===== config.mk =====
export PLATFORM = sky130hd
export DESIGN_NAME = vga_sync_gen
export DESIGN_NICKNAME = d
export VERILOG_FILES = /design/src/rtl/vga_pkg.sv /design/src/rtl/rise_detect.sv /design/src/rtl/vga_sync_gen.sv
export SDC_FILE = /design/constraint.sdc
export NUM_CORES = 1
export LEC_CHECK = 0
export BUFFER_PORTS_ARGS = -buffer_cell sky130_fd_sc_hd__buf_2
export CORE_MARGIN = 3
export CORE_UTILIZATION = 40
export CTS_CLUSTER_SIZE = 25
export DETAILED_ROUTE_END_ITERATION = 6
export PLACE_DENSITY = 0.7
export SYNTH_ARGS = -nofsm -noshare
export SYNTH_HDL_FRONTEND = slang
export SYNTH_SLANG_ARGS = --single-unit

===== constraint.sdc =====
create_clock -name clk -period 2.3 [get_ports clk]
set_clock_uncertainty 0.15 [all_clocks]
set_input_delay 0.575 -clock clk [delete_from_list [all_inputs] [get_ports clk]]
set_output_delay 0.575 -clock clk [all_outputs]
set_load 0.02 [all_outputs]

===== src/rtl/vga_pkg.sv =====
// Shared VGA timing definitions for the dino game video path.
// Holds the default 640x480@60 timing, the derived totals and sync windows,
// the counter type and the registered output bundle of vga_sync_gen.
package vga_pkg;

  // Pixel and line counters are 10 bits wide, which covers 0..799 and 0..524.
  localparam int CNT_W = 10;
  typedef logic [CNT_W-1:0] cnt_t;

  // Default horizontal timing, in pixels.
  localparam int DEF_H_ACTIVE = 640;
  localparam int DEF_H_FP     = 16;
  localparam int DEF_H_SYNC   = 96;
  localparam int DEF_H_BP     = 48;
  localparam int DEF_H_TOTAL  = DEF_H_ACTIVE + DEF_H_FP + DEF_H_SYNC + DEF_H_BP;

  // Default vertical timing, in lines.
  localparam int DEF_V_ACTIVE = 480;
  localparam int DEF_V_FP     = 10;
  localparam int DEF_V_SYNC   = 2;
  localparam int DEF_V_BP     = 33;
  localparam int DEF_V_TOTAL  = DEF_V_ACTIVE + DEF_V_FP + DEF_V_SYNC + DEF_V_BP;

  // Sync windows as half-open ranges [start, end): 656..751 and 490..491.
  localparam int DEF_HS_START = DEF_H_ACTIVE + DEF_H_FP;
  localparam int DEF_HS_END   = DEF_HS_START + DEF_H_SYNC;
  localparam int DEF_VS_START = DEF_V_ACTIVE + DEF_V_FP;
  localparam int DEF_VS_END   = DEF_VS_START + DEF_V_SYNC;

  // Everything the renderer sees, registered together so it stays aligned.
  typedef struct packed {
    cnt_t x;
    cnt_t y;
    logic hsync;
    logic vsync;
    logic video_on;
    logic frame_start;
    logic game_update;
  } sync_out_t;

  // Idle state: origin, both syncs deasserted (high), no video, no pulses.
  localparam sync_out_t SYNC_OUT_RESET = '{
    x:           '0,
    y:           '0,
    hsync:       1'b1,
    vsync:       1'b1,
    video_on:    1'b0,
    frame_start: 1'b0,
    game_update: 1'b0
  };

  // True when lo <= c < hi.
  function automatic logic in_window(input cnt_t c, input cnt_t lo, input cnt_t hi);
    return (c >= lo) && (c < hi);
  endfunction

endpackage


===== src/rtl/rise_detect.sv =====
// Rising-edge detector for a slow level that is sampled as data in the clk
// domain. The history register clears on reset, so a level that is already
// high when reset releases produces exactly one rise.
module rise_detect (
  input  logic clk,
  input  logic rst,
  input  logic din,
  output logic rise
);

  logic din_q;

  // Remember the level from the previous clk.
  always_ff @(posedge clk or negedge rst) begin
    // NOTE: state is updated with non-blocking assignments so every register
    // samples pre-edge values regardless of process ordering.
    if (!rst) din_q <= 1'b0;
    else      din_q <= din;
  end

  assign rise = din & ~din_q;

endmodule


===== src/rtl/vga_sync_gen.sv =====
// VGA 640x480 timing generator with frame-synchronous game-update gating.
// Turns the divider's vga_clk / game_tick levels into one-clk strobes,
// runs the pixel/line counters on the pixel strobe, decodes registered
// sync/video signals, and releases pending game ticks only when the raster
// enters vertical blanking so sprites never tear.
// Optional feature: define DINO_TICK_OVERRUN_EN to build the sticky
// tick_overrun detector; otherwise tick_overrun is tied low.
module vga_sync_gen
  import vga_pkg::*;
#(
  parameter int H_ACTIVE = DEF_H_ACTIVE,
  parameter int H_FP     = DEF_H_FP,
  parameter int H_SYNC   = DEF_H_SYNC,
  parameter int H_BP     = DEF_H_BP,
  parameter int V_ACTIVE = DEF_V_ACTIVE,
  parameter int V_FP     = DEF_V_FP,
  parameter int V_SYNC   = DEF_V_SYNC,
  parameter int V_BP     = DEF_V_BP
) (
  input  logic       clk,
  input  logic       rst,
  input  logic       vga_clk,
  input  logic       game_tick,
  output logic [9:0] x,
  output logic [9:0] y,
  output logic       hsync,
  output logic       vsync,
  output logic       video_on,
  output logic       frame_start,
  output logic       game_update,
  output logic       tick_overrun
);

  localparam int H_TOTAL = H_ACTIVE + H_FP + H_SYNC + H_BP;
  localparam int V_TOTAL = V_ACTIVE + V_FP + V_SYNC + V_BP;

  localparam cnt_t H_LAST   = cnt_t'(H_TOTAL - 1);
  localparam cnt_t V_LAST   = cnt_t'(V_TOTAL - 1);
  localparam cnt_t H_VIS    = cnt_t'(H_ACTIVE);
  localparam cnt_t V_VIS    = cnt_t'(V_ACTIVE);
  localparam cnt_t HS_START = cnt_t'(H_ACTIVE + H_FP);
  localparam cnt_t HS_END   = cnt_t'(H_ACTIVE + H_FP + H_SYNC);
  localparam cnt_t VS_START = cnt_t'(V_ACTIVE + V_FP);
  localparam cnt_t VS_END   = cnt_t'(V_ACTIVE + V_FP + V_SYNC);

  // ---------------------------------------------------------------------
  // Strobes from the divided levels
  // ---------------------------------------------------------------------
  logic pix_en;
  logic tick_rise;

  rise_detect u_pix_rise (
    .clk  (clk),
    .rst  (rst),
    .din  (vga_clk),
    .rise (pix_en)
  );

  rise_detect u_tick_rise (
    .clk  (clk),
    .rst  (rst),
    .din  (game_tick),
    .rise (tick_rise)
  );

  // ---------------------------------------------------------------------
  // Raster counters
  // ---------------------------------------------------------------------
  cnt_t h_cnt, h_nxt;
  cnt_t v_cnt, v_nxt;
  logic cnt_moved;   // counters changed on the previous edge

  // Advance one pixel per pix_en, wrapping at line and frame ends.
  always_comb begin
    // NOTE: defaults first so every path assigns every output and no latch
    // is inferred.
    h_nxt = h_cnt;
    v_nxt = v_cnt;
    if (pix_en) begin
      if (h_cnt == H_LAST) begin
        h_nxt = '0;
        v_nxt = (v_cnt == V_LAST) ? '0 : v_cnt + 1'b1;
      end else begin
        h_nxt = h_cnt + 1'b1;
      end
    end
  end

  // Counter registers; a frozen vga_clk simply holds them.
  always_ff @(posedge clk or negedge rst) begin
    if (!rst) begin
      h_cnt     <= '0;
      v_cnt     <= '0;
      cnt_moved <= 1'b0;
    end else begin
      h_cnt     <= h_nxt;
      v_cnt     <= v_nxt;
      cnt_moved <= pix_en;
    end
  end

  // ---------------------------------------------------------------------
  // Game-tick gating
  // ---------------------------------------------------------------------
  logic pending, pending_nxt;
  logic release_now;
  logic at_origin;
  logic at_vblank;

  // The counters only reach h=0 by wrapping, so "just moved and now at h=0"
  // identifies the clk in which the raster entered a new line.
  assign at_origin = cnt_moved && (h_cnt == '0) && (v_cnt == '0);
  assign at_vblank = cnt_moved && (h_cnt == '0) && (v_cnt == V_VIS);

  // Release the single pending tick on entry to vertical blanking; a rise in
  // the release clk re-arms pending so that tick is carried to next frame.
  always_comb begin
    release_now = at_vblank && pending;
    pending_nxt = tick_rise | (pending & ~release_now);
  end

  // Pending tick flag; extra rises while set coalesce into it.
  always_ff @(posedge clk or negedge rst) begin
    if (!rst) pending <= 1'b0;
    else      pending <= pending_nxt;
  end

`ifdef DINO_TICK_OVERRUN_EN
  logic overrun_q;

  // Sticky: a tick arrived while one was still waiting and none left.
  always_ff @(posedge clk or negedge rst) begin
    if (!rst)                                      overrun_q <= 1'b0;
    else if (tick_rise && pending && !release_now) overrun_q <= 1'b1;
  end

  assign tick_overrun = overrun_q;
`else
  assign tick_overrun = 1'b0;
`endif

  // ---------------------------------------------------------------------
  // Registered decode
  // ---------------------------------------------------------------------
  sync_out_t out_d, out_q;

  // Decode the current counters into the next output bundle.
  always_comb begin
    out_d             = SYNC_OUT_RESET;
    out_d.x           = h_cnt;
    out_d.y           = v_cnt;
    out_d.hsync       = ~in_window(h_cnt, HS_START, HS_END);
    out_d.vsync       = ~in_window(v_cnt, VS_START, VS_END);
    out_d.video_on    = (h_cnt < H_VIS) && (v_cnt < V_VIS);
    out_d.frame_start = at_origin;
    out_d.game_update = release_now;
  end

  // One register stage for all outputs keeps them mutually aligned.
  always_ff @(posedge clk or negedge rst) begin
    if (!rst) out_q <= SYNC_OUT_RESET;
    else      out_q <= out_d;
  end

  assign x           = out_q.x;
  assign y           = out_q.y;
  assign hsync       = out_q.hsync;
  assign vsync       = out_q.vsync;
  assign video_on    = out_q.video_on;
  assign frame_start = out_q.frame_start;
  assign game_update = out_q.game_update;

endmodule

# Word-level counts from Yosys, hierarchy flattened
# Index checks and enable logic that the tools add are counted.
[totals] in_bits=4 out_inout_bits=26 ff_bits=49 word_cells=45
[op_classes] bitwise_logic=9 n_eq_ne=3 n_mux=2 order_cmp=6 addsub=2 n_reduce_logical=10
[op_table] op="10-bit by 1-bit adder with 10-bit output (second input constant)" count=2
[op_table] op="10-bit equality test (second input constant)" count=2
[op_table] op="10-bit zero test" count=2
[op_table] op="10-bit < comparator (second input constant)" count=2
[op_table] op="10-bit by 9-bit < comparator with 1-bit output (second input constant)" count=2
[op_table] op="10-bit two-way mux" count=2
[op_table] op="10-bit by 9-bit equality test with 1-bit output (second input constant)" count=1
[op_table] op="10-bit >= comparator (second input constant)" count=1
[op_table] op="10-bit by 9-bit >= comparator with 1-bit output (second input constant)" count=1
[op_table] op="1-bit logical AND" count=7
[op_table] op="1-bit NOT" count=5
[op_table] op="1-bit AND" count=3
[op_table] op="2-bit AND reduction" count=1
[op_table] op="1-bit OR" count=1

# Logic depth before layout (Yosys ltp)
[depth] ltp_word=7 ltp_mapped=7 mapped_depth_nobuf=6

# Modules after synthesis
# Synthesis repeated with hierarchy kept, for this count alone.
[unflattened] cells_unflattened=159 area_unflattened_um2=1950.6
[modules_own_cells] module="vga_sync_gen" seq_area_each_um2=1178.6 n_inst=1 cells_each=155 area_each_um2=1873.0
[modules_own_cells] module="rise_detect" seq_area_each_um2=25.0 n_inst=2 cells_each=2 area_each_um2=38.8

# Worst setup path after synthesis
# No wires, ideal clock.
[synth_path] kind="register to register" start="register v_cnt[5]" end="register v_cnt[3]" stages_incl_launch_ff=5 arrival_time_ps=1659 synth_period_minus_slack_ps=1930 slack_ps=370 path_cell_list="dfrtp_1 -> or4_4 -> or3_4 -> a21bo_1 -> a22o_1"
[synth_between] elab_chain_len=2
[synth_rtl] item="start, declared" line_no="vga_sync_gen.sv:70" rtl="cnt_t v_cnt, v_nxt;"
[synth_rtl] item="start signal, assigned" line_no="vga_sync_gen.sv:97" rtl="v_cnt <= v_nxt;"
[synth_rtl] item="10-bit equality test" line_no="vga_sync_gen.sv:82" rtl="v_nxt = (v_cnt == V_LAST) ? '0 : v_cnt + 1'b1;"
[synth_rtl] item="10-bit two-way mux" line_no="vga_sync_gen.sv:82"
# No other way between the ends.
# A chain may end at the register's enable or synchronous reset.

# Worst setup path in the final report
[layout_path] start="register h_cnt[0]" end="register v_cnt[4]"
[layout_between] elab_chain_len=2
[layout_rtl] item="start, declared" line_no="vga_sync_gen.sv:69" rtl="cnt_t h_cnt, h_nxt;"
[layout_rtl] item="start signal, assigned" line_no="vga_sync_gen.sv:96" rtl="h_cnt <= h_nxt;"
[layout_rtl] item="10-bit equality test" line_no="vga_sync_gen.sv:80" rtl="if (h_cnt == H_LAST) begin"
[layout_rtl] item="2-bit AND reduction (no line)"
# No other way between the ends.

==> results_dict.tcl <==
set metrics [dict create \
    run_status "finished clean" \
    route.antenna.remaining_nets 0 \
    grt_use_met2_pct 18.9 \
    ys_async_sr_fraction_pct 100 \
    critical_path.endpoint_type "register" \
    synth_top_area_cell "dfrtp_1" \
    tightestPinTransition_ns 0.525 \
    pwr_density_cell_nw_per_um2 796 \
    power_frac_seq_pct 57.6 \
    start_util_pct 42.6 \
    timing.critical_path.arrival_ns 2.15 \
    groute.usage.overall_pct 12.5 \
    die_y_microns 75.3 \
    grt_antenna_before_repair 0 \
    cts_inserted_buffers 5 \
    worstSetupStartpointType "register" \
    timing.max_cap.violations 0 \
    synth-edff-count 0 \
    grt_remaining_overflow 0 \
    first_pass_grt_wire_length_microns 5310 \
    number_of_ports_placed_on_the_die_boundary 30 \
    busiest_metal_layer_after_global_routing "met2" \
    final-setup-viol-count 0 \
    first_global_vias 1123 \
    layout-drive-gt1-share_pct 24.5 \
    rsz_0062_raised_after_global_routing "no" \
    syn_area_per_cell_sq_um 12.5 \
    worstSkewPairLatency_ns 0.30 \
    flop_and_latch_count_out_of_synthesis 49 \
    cellInternalPower_mw 1.30 \
    swShare_pct 26.7 \
    cts.repair.resized 0 \
    yosys_warnings 0 \
    hold_vio_cnt_final 0 \
    worstSetupPathType "reg2reg" \
    synth.cell_area_sq_um 1920 \
    core_area_sq_um 4500 \
    cells_after_synth 154 \
    post-dp-hpwl_microns 2260 \
    placement.setup.worst_slack_ns 0.225 \
    setup_total_negative_slack_ns 0 \
    postCtsHoldBufs 0 \
    slew_violations 0 \
    placementRows 24 \
    dr_drc_count 0 \
    grt_max_degree 28 \
    maximum_number_of_buffers_from_clock_root_to_sink 2 \
    clk_transition_reported_paths_ns 0.08 \
    die_w_microns 75.3 \
    slew_limit_headroom_pct 65.0 \
    period_share_pct 91.8 \
    portBuffers 28 \
    power.static_leakage_nw 1.09 \
    synth_top_cell_area_share_pct 61.3 \
    vdd.ir_drop.worst_mv 0.266 \
    period_minus_slack_ns 2.11 \
    cts.htree.levels 2 \
    gr-usage-met1_pct 16.6 \
    area.growth.synth_to_final_pct 16.0 \
    synth_sequential_area_ratio_pct 64.0 \
    cts_sinks 49 \
    routed_wl_microns 3160 \
    fin_hold_ws_ns 0.0911 \
    detailroute.via_count 1242 \
    worst_ep_required_ns 2.34 \
    synth_area_leaders "dfrtp_1 (61%), xnor2_1 (3.7%), nand4_1 (3.6%)" \
    comb_power_share_pct 12.1 \
    place_congestion 0.823 \
    final_core_util_pct 49.4 \
    synth_ff_type "dfrtp_1" \
    postLayoutSetupSlackWorst_ns 0.189 \
    detailed_route_wire_length_per_cell_microns 13.2 \
    design.final.nets 196 \
    floorplan.die_area_sq_um 5670 \
    clockRootBuffer "clkbuf_8" \
    critical_path.max_fanout 10 \
    antenna_cells_inserted 0 \
    clockPowerShare_pct 30.3 \
    drt_iter0_markers 80 \
    groute.layer.met3.usage_pct 3.60 \
    avgViaCountPerCell 5.18 \
    fmaxAchievable_ghz 0.474 \
    timing.hold.worst.class "in2async" \
    p_switching_mw 0.474 \
    number_of_iterations_in_the_first_detailed_routing_pass 4 \
    syn-num-nets 163 \
    cts_tree "built" \
    setup_bufs_post_cts 0 \
    post_synth_num_cell_types 44 \
]
power by group through the flow:
stage | Sequential, mW | Combinational [mW] | Clock [mW]
6_report | 1.02 | 0.215 | 0.536
5_1_grt | 1.04 | 0.240 | 0.584
4_1_cts | 1.02 | 0.221 | 0.552
3_5_place_dp | 1.04 | 0.220 | 0
3_3_place_gp | 1.04 | 0.213 | 0
2_1_floorplan | 1.08 | 0.0869 | 0
layout by cell type, fill, tap and decap left out, types with 4 or more instances in the layout:
master / instances
inv_1: 7
nand4_1: 11
ha_1: 5
nor2_1: 8
nand3_1: 4
buf_2: 28
clkbuf_8: 7
dfrtp_1: 47
nand2_1: 10
xnor2_1: 8
nor3_1: 4
cell families after synthesis:
family,share of synthesized area (%)
and+or+nand+nor,16.6
DFF,64.0
AOI/OAI and AO/OA,6.19
buffers and inverters,3.59
xor gates and xnor gates,4.56
adders and majority gates,3.26
muxes,1.63
other,0.195
worst max-delay path, stage by stage, from the launching register on:
cell	delay [ns]
dfrtp_1	0.45
ha_1	0.26
nor4bb_1	0.29
and3_1	0.42
nand4_1	0.15
mux2_2	0.29
through the flow:
stage                     total power [mW]  cell area, sq um  cells
after floorplan                       1.16              1920    154
after global placement                1.25              2120    232
after detailed placement              1.26              2120    232
after CTS                             1.80              2230    240
after global routing                  1.86              2230    240
final                                 1.77              2230    240
synth_stat cells, types with 2 or more instances:
| master | number |
|---|---|
| o21ai_0 | 3 |
| ha_1 | 5 |
| nand3_1 | 4 |
| mux2i_1 | 2 |
| buf_6 | 2 |
| nor2b_1 | 2 |
| and4b_1 | 2 |
| nor2_1 | 8 |
| and3b_1 | 2 |
| nor4_1 | 2 |
| inv_1 | 7 |
| o21ai_1 | 2 |
| dfstp_2 | 2 |
| xnor2_1 | 8 |
| xor2_1 | 2 |
| a21oi_1 | 3 |
| nor3_1 | 4 |
| nand2_1 | 10 |
| dfrtp_1 | 47 |
| nand4_1 | 11 |
| and3_1 | 3 |
worst paths after layout:
path	startpoint	to	slack, ns	cells after the start
max in group asynchronous	rst	vsync	1.32	2
hold / removal	rst	x[6]	0.09	1
setup / recovery	h_cnt[0]	v_cnt[4]	0.19	5
setup reg to reg	h_cnt[0]	v_cnt[4]	0.19	5
hold reg to reg	u_tick_rise.din_q	pending	0.29	1
min in group clk	game_tick	u_tick_rise.din_q	0.24	1
sequential cells by signal, summed over array words and instances (netlist names):
register           count
v_cnt                 10
video_on               1
frame_start            1
h_cnt                 10
u_tick_rise.din_q      1
y                     10
pending                1
u_pix_rise.din_q       1
hsync                  1
cnt_moved              1
x                     10
game_update            1
vsync                  1
per-layer routing:
metal	vias up	share of wire, %
li1	605	-
met1	594	47
met2	37	46
met3	6	4.8
met4	0	2.2
met5	-	0
cell type report:
cell class                 count  area, sq um
clock buffer                   7         96.3
clock inverter                 1         5.00
fill                         408         2280
inverter                       7         26.3
multi-input combinational     92          622
sequential                    49         1230
tap                           52         65.1
timing repair buffer          32          183
No activity file was read; power rests on OpenSTA's default activity.
